$ cat config.mk
export PLATFORM = sky130hd
export DESIGN_NAME = tone_sequencer
export DESIGN_NICKNAME = d
export VERILOG_FILES = /design/src/rtl/tone_sequencer.sv
export SDC_FILE = /design/constraint.sdc
export NUM_CORES = 1
export LEC_CHECK = 0
export ABC_AREA = 1
export BUFFER_PORTS_ARGS = -buffer_cell sky130_fd_sc_hd__buf_2
export CORE_MARGIN = 2
export CORE_UTILIZATION = 59
export DETAILED_ROUTE_END_ITERATION = 10
export GPL_TIMING_DRIVEN = 0
export PLACE_DENSITY = 0.87
export SYNTH_ARGS = -nofsm -noshare
export SYNTH_HDL_FRONTEND = slang
export SYNTH_SLANG_ARGS = --single-unit
$ cat constraint.sdc
create_clock -name clk -period 3.65 [get_ports clk]
set_input_delay 0.73 -clock clk [delete_from_list [all_inputs] [get_ports clk]]
set_output_delay 0.73 -clock clk [all_outputs]
set_load 0.005 [all_outputs]
$ cat src/rtl/tone_sequencer.sv
// Plays a fixed 16-note melody as a square wave whose amplitude follows a 3-bit volume.
// Beat ticks step through the note ROM; audio is a registered copy of the current sample.
module tone_sequencer #(
  parameter int CLK_HZ = 100_000_000
) (
  input  logic        clk,
  input  logic        rst_n,
  input  logic        music_en,
  input  logic        beat_tick,
  input  logic        up_pulse,
  input  logic        down_pulse,
  output logic [15:0] audio_left,
  output logic [15:0] audio_right,
  output logic [2:0]  volume,
  output logic [3:0]  note_idx,
  output logic        playing
);

  typedef enum logic {IDLE, PLAY} state_t;

  // Rounded half-period: round(CLK_HZ / (2*f)) done in integer arithmetic.
  function automatic logic [17:0] half_period(input int freq);
    return 18'((CLK_HZ + freq) / (2 * freq));
  endfunction

  localparam logic [17:0] HP_C4 = half_period(262);
  localparam logic [17:0] HP_D4 = half_period(294);
  localparam logic [17:0] HP_E4 = half_period(330);
  localparam logic [17:0] HP_F4 = half_period(349);
  localparam logic [17:0] HP_G4 = half_period(392);
  localparam logic [17:0] HP_A4 = half_period(440);
  localparam logic [17:0] HP_B4 = half_period(494);
  localparam logic [17:0] HP_C5 = half_period(523);

  state_t      state;
  state_t      state_next;
  logic [17:0] hp;
  logic [17:0] counter;
  logic        phase;
  logic [15:0] amp;
  logic [15:0] sample;
  logic [15:0] audio_q;

  always_comb begin
    hp = '0;
    case (note_idx)
      4'd0:  hp = HP_C4;
      4'd1:  hp = HP_D4;
      4'd2:  hp = HP_E4;
      4'd3:  hp = HP_F4;
      4'd4:  hp = HP_G4;
      4'd5:  hp = HP_A4;
      4'd6:  hp = HP_B4;
      4'd7:  hp = HP_C5;
      4'd8:  hp = HP_C5;
      4'd9:  hp = HP_B4;
      4'd10: hp = HP_A4;
      4'd11: hp = HP_G4;
      4'd12: hp = HP_F4;
      4'd13: hp = HP_E4;
      4'd14: hp = HP_D4;
      default: hp = '0;
    endcase
  end

  always_ff @(posedge clk or negedge rst_n) begin
    if (!rst_n) state <= IDLE;
    else        state <= state_next;
  end

  always_comb begin
    state_next = state;
    case (state)
      IDLE: if (music_en)  state_next = PLAY;
      PLAY: if (!music_en) state_next = IDLE;
      default: state_next = IDLE;
    endcase
  end

  always_comb begin
    playing = (state == PLAY);
  end

  // Entering PLAY restarts the melody; a beat_tick on that same edge is deliberately ignored.
  always_ff @(posedge clk or negedge rst_n) begin
    if (!rst_n) begin
      note_idx <= '0;
      counter  <= '0;
      phase    <= 1'b1;
    end else if (state == IDLE) begin
      if (music_en) begin
        note_idx <= '0;
        counter  <= '0;
        phase    <= 1'b1;
      end
    end else if (beat_tick) begin
      note_idx <= note_idx + 4'd1;
      counter  <= '0;
      phase    <= 1'b1;
    end else if (hp == '0) begin
      counter <= '0;
      phase   <= 1'b1;
    end else if (counter == hp - 18'd1) begin
      counter <= '0;
      phase   <= ~phase;
    end else begin
      counter <= counter + 18'd1;
    end
  end

  always_ff @(posedge clk or negedge rst_n) begin
    if (!rst_n) begin
      volume <= 3'd3;
    end else if (up_pulse && !down_pulse && volume != 3'd7) begin
      volume <= volume + 3'd1;
    end else if (down_pulse && !up_pulse && volume != 3'd0) begin
      volume <= volume - 3'd1;
    end
  end

  always_comb begin
    amp    = {1'b0, volume, 12'h000};
    sample = '0;
    if (state == PLAY && hp != '0) sample = phase ? amp : -amp;
  end

  always_ff @(posedge clk or negedge rst_n) begin
    if (!rst_n) audio_q <= '0;
    else        audio_q <= sample;
  end

  assign audio_left  = audio_q;
  assign audio_right = audio_q;

endmodule

## Word-level counts from Yosys, hierarchy flattened

Memory sizes are Yosys's and may differ from the RTL's.
Cells that the tools add are included.

| storage, ports and cells | value |
|---|---|
| register bits after elaboration | 43 |
| bits in read-only memories | 288 |
| bits of input ports | 6 |
| output and inout port bits | 40 |
| logic and storage cells | 50 |
| memories kept | 1 |

| cells by class | value |
|---|---|
| $add $sub $neg | 6 |
| equal/unequal tests | 4 |
| muxes and demuxes | 18 |
| bitwise logic cells | 1 |
| reduce and logical (&&, ||, !) cells | 14 |

Memory list:

| name | depth | width | rd ports | clocked after Yosys merged registers in | write ports | RTL line | text |
|---|---|---|---|---|---|---|---|
| (name not given) | 16 | 18 | 1 | 0 | 0 | 46 | `case (note_idx)` |

Operators with widths:

| operator | count |
|---|---|
| 18-bit two-way mux | 5 |
| 16-bit two-way mux | 2 |
| 18-bit by 1-bit adder with 18-bit output, second input constant | 1 |
| 18-bit == test | 1 |
| 18-bit logical NOT | 1 |
| 18-bit nonzero test | 1 |
| 18-bit by 1-bit subtractor with 18-bit output, second input constant | 1 |
| 15-bit negator with 16-bit output | 1 |
| 4-bit two-way mux | 3 |
| 1-bit two-way mux | 6 |
| 3-bit two-way mux | 2 |
| 1-bit logical AND | 5 |
| 4-bit by 1-bit adder with 4-bit output, second input constant | 1 |
| 4-bit by 2-bit != test with 1-bit output, second input constant | 1 |
| 2-bit AND reduction | 2 |
| 2-bit nonzero test | 2 |
| 3-bit by 1-bit adder with 3-bit output, second input constant | 1 |
| 3-bit != test, second input constant | 1 |
| 3-bit nonzero test | 1 |
| 3-bit by 1-bit subtractor with 3-bit output, second input constant | 1 |
| 1-bit logical NOT | 2 |
| 2-bit != test, second input constant | 1 |
| 1-bit NOT | 1 |

## Logic depth before layout (Yosys ltp)

An unclocked memory read counts as a cell.

| depth | value |
|---|---|
| word-level depth | 7 |
| gate-level depth with buffers | 23 |
| mapped depth without buffers | 22 |

## Least setup slack after synthesis

OpenSTA, ideal clock, no wires.

| timing path | value |
|---|---|
| path type | register to register |
| start point | register note_idx[1] |
| end point | register counter[10] |
| setup time | 141 ps |
| arrival time | 2644 ps |
| data required time | 3509 ps |
| slack | 864 ps |
| stages on the path, launching flop included | 21 |
| buffers on the path | 1 |
| clock period less this slack | 2786 ps |
| path through | dfrtp_1 > inv_2 > ha_1 > nand2_1 > nand2_1 > nand2_1 > nand2_1 > inv_2 > ha_1 > nand3_2 > nor2_4 > nand3_1 > nand2_1 > nand2_1 > inv_2 > nand2_1 > nor2_1 > nand3_2 > nand2_4 > buf_12 > a21oi_2 |

| between the ends | value |
|---|---|
| longest elaborated chain between the ends | 7 |
| elaborated cells between the ends (all ways) | 8 |
| those cells by class | add/sub (1); eq/ne (1); mux (4); reduce/logical (1); memory (1) |

RTL lines:

| what | RTL line | text |
|---|---|---|
| from (decl) | 15 | `output logic [3:0] note_idx,` |
| from (signal assigned) | 97 | `note_idx <= note_idx + 4'd1;` |
| memory 16 x 18 bit (*) | -- |  |
| 18-bit by 1-bit subtractor with 18-bit output | 103 | `end else if (counter == hp - 18'd1) begin` |
| 18-bit == test | 103 |  |
| 18-bit two-way mux | 103 |  |
| 18-bit two-way mux (*) | 100 | `end else if (hp == '0) begin` |
| 18-bit two-way mux (*) | 96 | `end else if (beat_tick) begin` |
| 18-bit two-way mux (*) | 90 | `end else if (state == IDLE) begin` |
| to (signal assigned) | 107 | `counter <= counter + 18'd1;` |
| to (decl) | 38 | `logic [17:0] counter;` |

Every way passes the cells marked *; elsewhere a longest branch is shown, timed or not.
A chain may end at the register's enable or synchronous reset.

## Worst setup path in the final report

| timing path | value |
|---|---|
| start point | register note_idx[1] |
| end point | register counter[15] |

Same word-level chain as after synthesis.

==> results.yml <==
synthesis:
  synthDistinctLibCells: 40
  netlist_instances: 527
  netlist_area_mm2: 0.00344
  syn_avg_cell_area_um2: 6.53
  synth_seq_cells: 31
  yosysWarnings: 0
  ys_seq_area_share_pct: 22.7
clock_network:
  clockRootBuffer: "clkbuf_8"
  clk_latency_ps: 290
  clock_path_buffers: 2
  clkTransAtPathRegs_ps: 70
  cts_max_level: 2
  numCtsBuffers: 5
  cts.hold.buffers_added: 0
  cts_tree: "yes"
  cts_sinks: 31
placement:
  place_inst: 643
  placedInstanceArea_mm2: 0.00372
  post-dp-hpwl_mm: 6.52
  place_congestion: 0.961
  io_buffers: 21
worst_setup_path:
  crit_path_end: "counter[15]$_DFFE_PN0P_"
  cp_max_fo: 11
  r2r-start: "note_idx[1]$_DFFE_PN0P_"
  critPathKind: "flop to flop"
  worst_setup_path_start_kind: "flop"
  reg2reg_to: "counter[15]$_DFFE_PN0P_"
  slowest_stage: "dfrtp_2"
  crit_top_cell: "nand2_1"
  rrSetupSlack_ps: 450
  critPathCaptureType: "flop"
  cp-startpoint: "note_idx[1]$_DFFE_PN0P_"
  r2r_cells: 20
  cp_cell_sequence: "inv_2, ha_1, nand2_1, nand2_1, nand2_1, nand2_1, inv_2, ha_1, nand3_2, nor2_4, nand2_1, nand2_1, nand2_1, nor2_1, nand2_1, nor2_2, nand3_2, nand2_4, buf_12, a21oi_2"
  critPathArrivalTime_ps: 3350
  slowest_delay_ps: 520
  required_ps: 3800
detailed_routing:
  ant_nets: 0
  via_per_inst: 5.22
  vias: 3399
  drc: 0
  drt-total-wl_mm: 8.26
  wire_per_inst_um: 12.7
  firstDrtPassIters: 5
  drt-initial-drc-count: 211
cells_and_area:
  final_cells: 651
  nFillCells: 511
  nets: 598
  diodes: 0
  final_common_cell: "nand2_1"
  finish.instance_area_mm2: 0.00381
  mostFrequentLayoutCells: "nand2_1 (171), nand3_1 (61), inv_1 (48)"
  area_delta_synth_final_pct: 10.8
  layout-drive-gt1-share_pct: 22.6
run_status:
  status: "finished, final reports clean"
global_routing:
  grt_pass1_vias: 3085
  grt_max_degree: 32
  grt_overflow: 0
  grt_first_pass_wirelength_mm: 14.2
  grt_usage_pct: 27.8
  antenna_found_initial: 0
pwr:
  design_power_total_w: 0.00222
  p_per_area_mw_per_mm2: 581
  p_leak_nw: 1.99
  irDropWorstVdd_mv: 0.440
floorplanning:
  initial_core_util_pct: 61.7
  die_h_um: 80.4
  io_pins: 46
  rows: 27
  die-area_mm2: 0.00646
  core-area_mm2: 0.00557
  die_w_um: 80.4
timing:
  max_freq_mhz: 312
  worst_slew_pin_slew_ps: 717
  finalHoldViolations: 0
  layout_worst_path_cycle_share_pct: 87.7
  relSlewSlack_pct: 52.2
  grt_setup_unrepaired: "false"
  tns_ps: 0
  setup_viol: 0
  clock_skew_ps: 6.15
  slew_viol_final: 0
  fin_crit_ps: 3200
min_path:
  hold_class: "input port to async pin"
run:
  max-cap-violations: 0
layout make-up:
cell class                      count  area [um^2]  area share, %
Clock inverter                      3         20.0          0.525
Buffer                             39          299           7.84
Sequential cell                    31          781           20.5
Timing Repair Buffer               21          105           2.76
Tap cell                           72         90.1           2.36
Inverter                           57          219           5.74
Multi-Input combinational cell    423         2230           58.5
Clock buffer                        5         68.8           1.81
state kept, by name (all words and copies together), names as in the netlist:
signal,count
audio_left,4
counter,18
note_idx,4
phase,1
playing,1
volume,3
power breakdown:
part           leakage (nW)  internal (W)  total (W)  switching [W]
Combinational          1.54      0.000506    0.00146       0.000956
Sequential            0.406      0.000406   0.000480      0.0000739
Clock                0.0402      0.000132   0.000273       0.000141
metal layers:
layer,global-route usage [%],wire length [um]
met1,36.5,3560
met2,47.5,4060
met3,2.81,497
met4,9.66,147
met5,0,0
through the flow:
step                      setup slack (ps)  utilization, %  hold WS [ps]
after floorplan                        864               -           434
after global placement                 365            66.8           488
after detailed placement               308            66.8           508
after CTS                              282            68.4           487
after global routing                   119            68.4           532
final                                  449            68.4           467
synthesized netlist by cell type:
cell,n,area share [%]
clkbuf_1,3,0.33
xor2_1,19,4.8
fa_1,1,0.58
a21oi_2,10,2.5
nand4_1,5,0.91
a21boi_2,1,0.33
a211oi_1,2,0.44
ha_1,13,4.7
nand2_1,171,19
o21ai_1,1,0.15
inv_6,1,0.25
nor3_1,8,1.2
a21oi_1,10,1.5
buf_8,1,0.44
nor4_1,1,0.18
inv_1,48,5.2
buf_4,28,6.1
conb_1,1,0.11
or3b_2,1,0.25
buf_2,4,0.58
nor2_1,39,4.3
nand3_1,61,8.9
dfstp_2,3,2.3
o22ai_1,1,0.18
inv_2,8,0.87
nand2_4,7,2.3
nor2_2,8,1.5
a21boi_0,1,0.22
dfrtp_1,28,20
or2_2,1,0.18
nor2_8,1,0.58
xnor2_1,2,0.51
o21ai_0,8,1.2
nand2_2,15,2.7
nand3_2,3,0.87
nand3b_1,2,0.44
buf_12,1,0.58
nor2_4,6,2.0
buf_6,2,0.65
a311oi_1,1,0.25
how the worst min path moves through the flow:
stage / start / endpoint / slack [ps]
6_report: rst_n / counter[17]$_DFFE_PN0P_ / 470
3_5_place_dp: phase$_DFFE_PN1P_ / phase$_DFFE_PN1P_ / 510
4_1_cts: rst_n / audio_left[12]$_DFF_PN0_ / 490
2_1_floorplan: rst_n / audio_left[12]$_DFF_PN0_ / 430
5_1_grt: rst_n / audio_left[12]$_DFF_PN0_ / 530
3_3_place_gp: phase$_DFFE_PN1P_ / phase$_DFFE_PN1P_ / 490
kinds of logic (layout without fill, tap and decap cells):
group                    Yosys count  after routing  synth area share, %
XOR/XNOR                          21             21                 5.35
AND/OR/NAND/NOR                  329            329                 44.8
other                              1             24                0.109
flip-flops                        31             31                 22.7
AO/OA/AOI/OAI                     35             35                 6.73
buffers and inverters             96            125                 15.1
adder cells (fa/ha/maj)           14             14                 5.31
repair_timing:
item | in CTS | in global routing
resized for setup | 0 | 1
buffers inserted | 0 | 0
endpoints found under the setup margin | 0 | 11
critical path: cells and delay by family, from the launching register on:
kind | cells | cell delay (ps)
compound gates | 1 | 50
flops | 1 | 520
simple gates | 14 | 1570
fa+ha+maj | 2 | 470
buf+inv | 3 | 440
No activity file was read; power rests on OpenSTA's default activity.
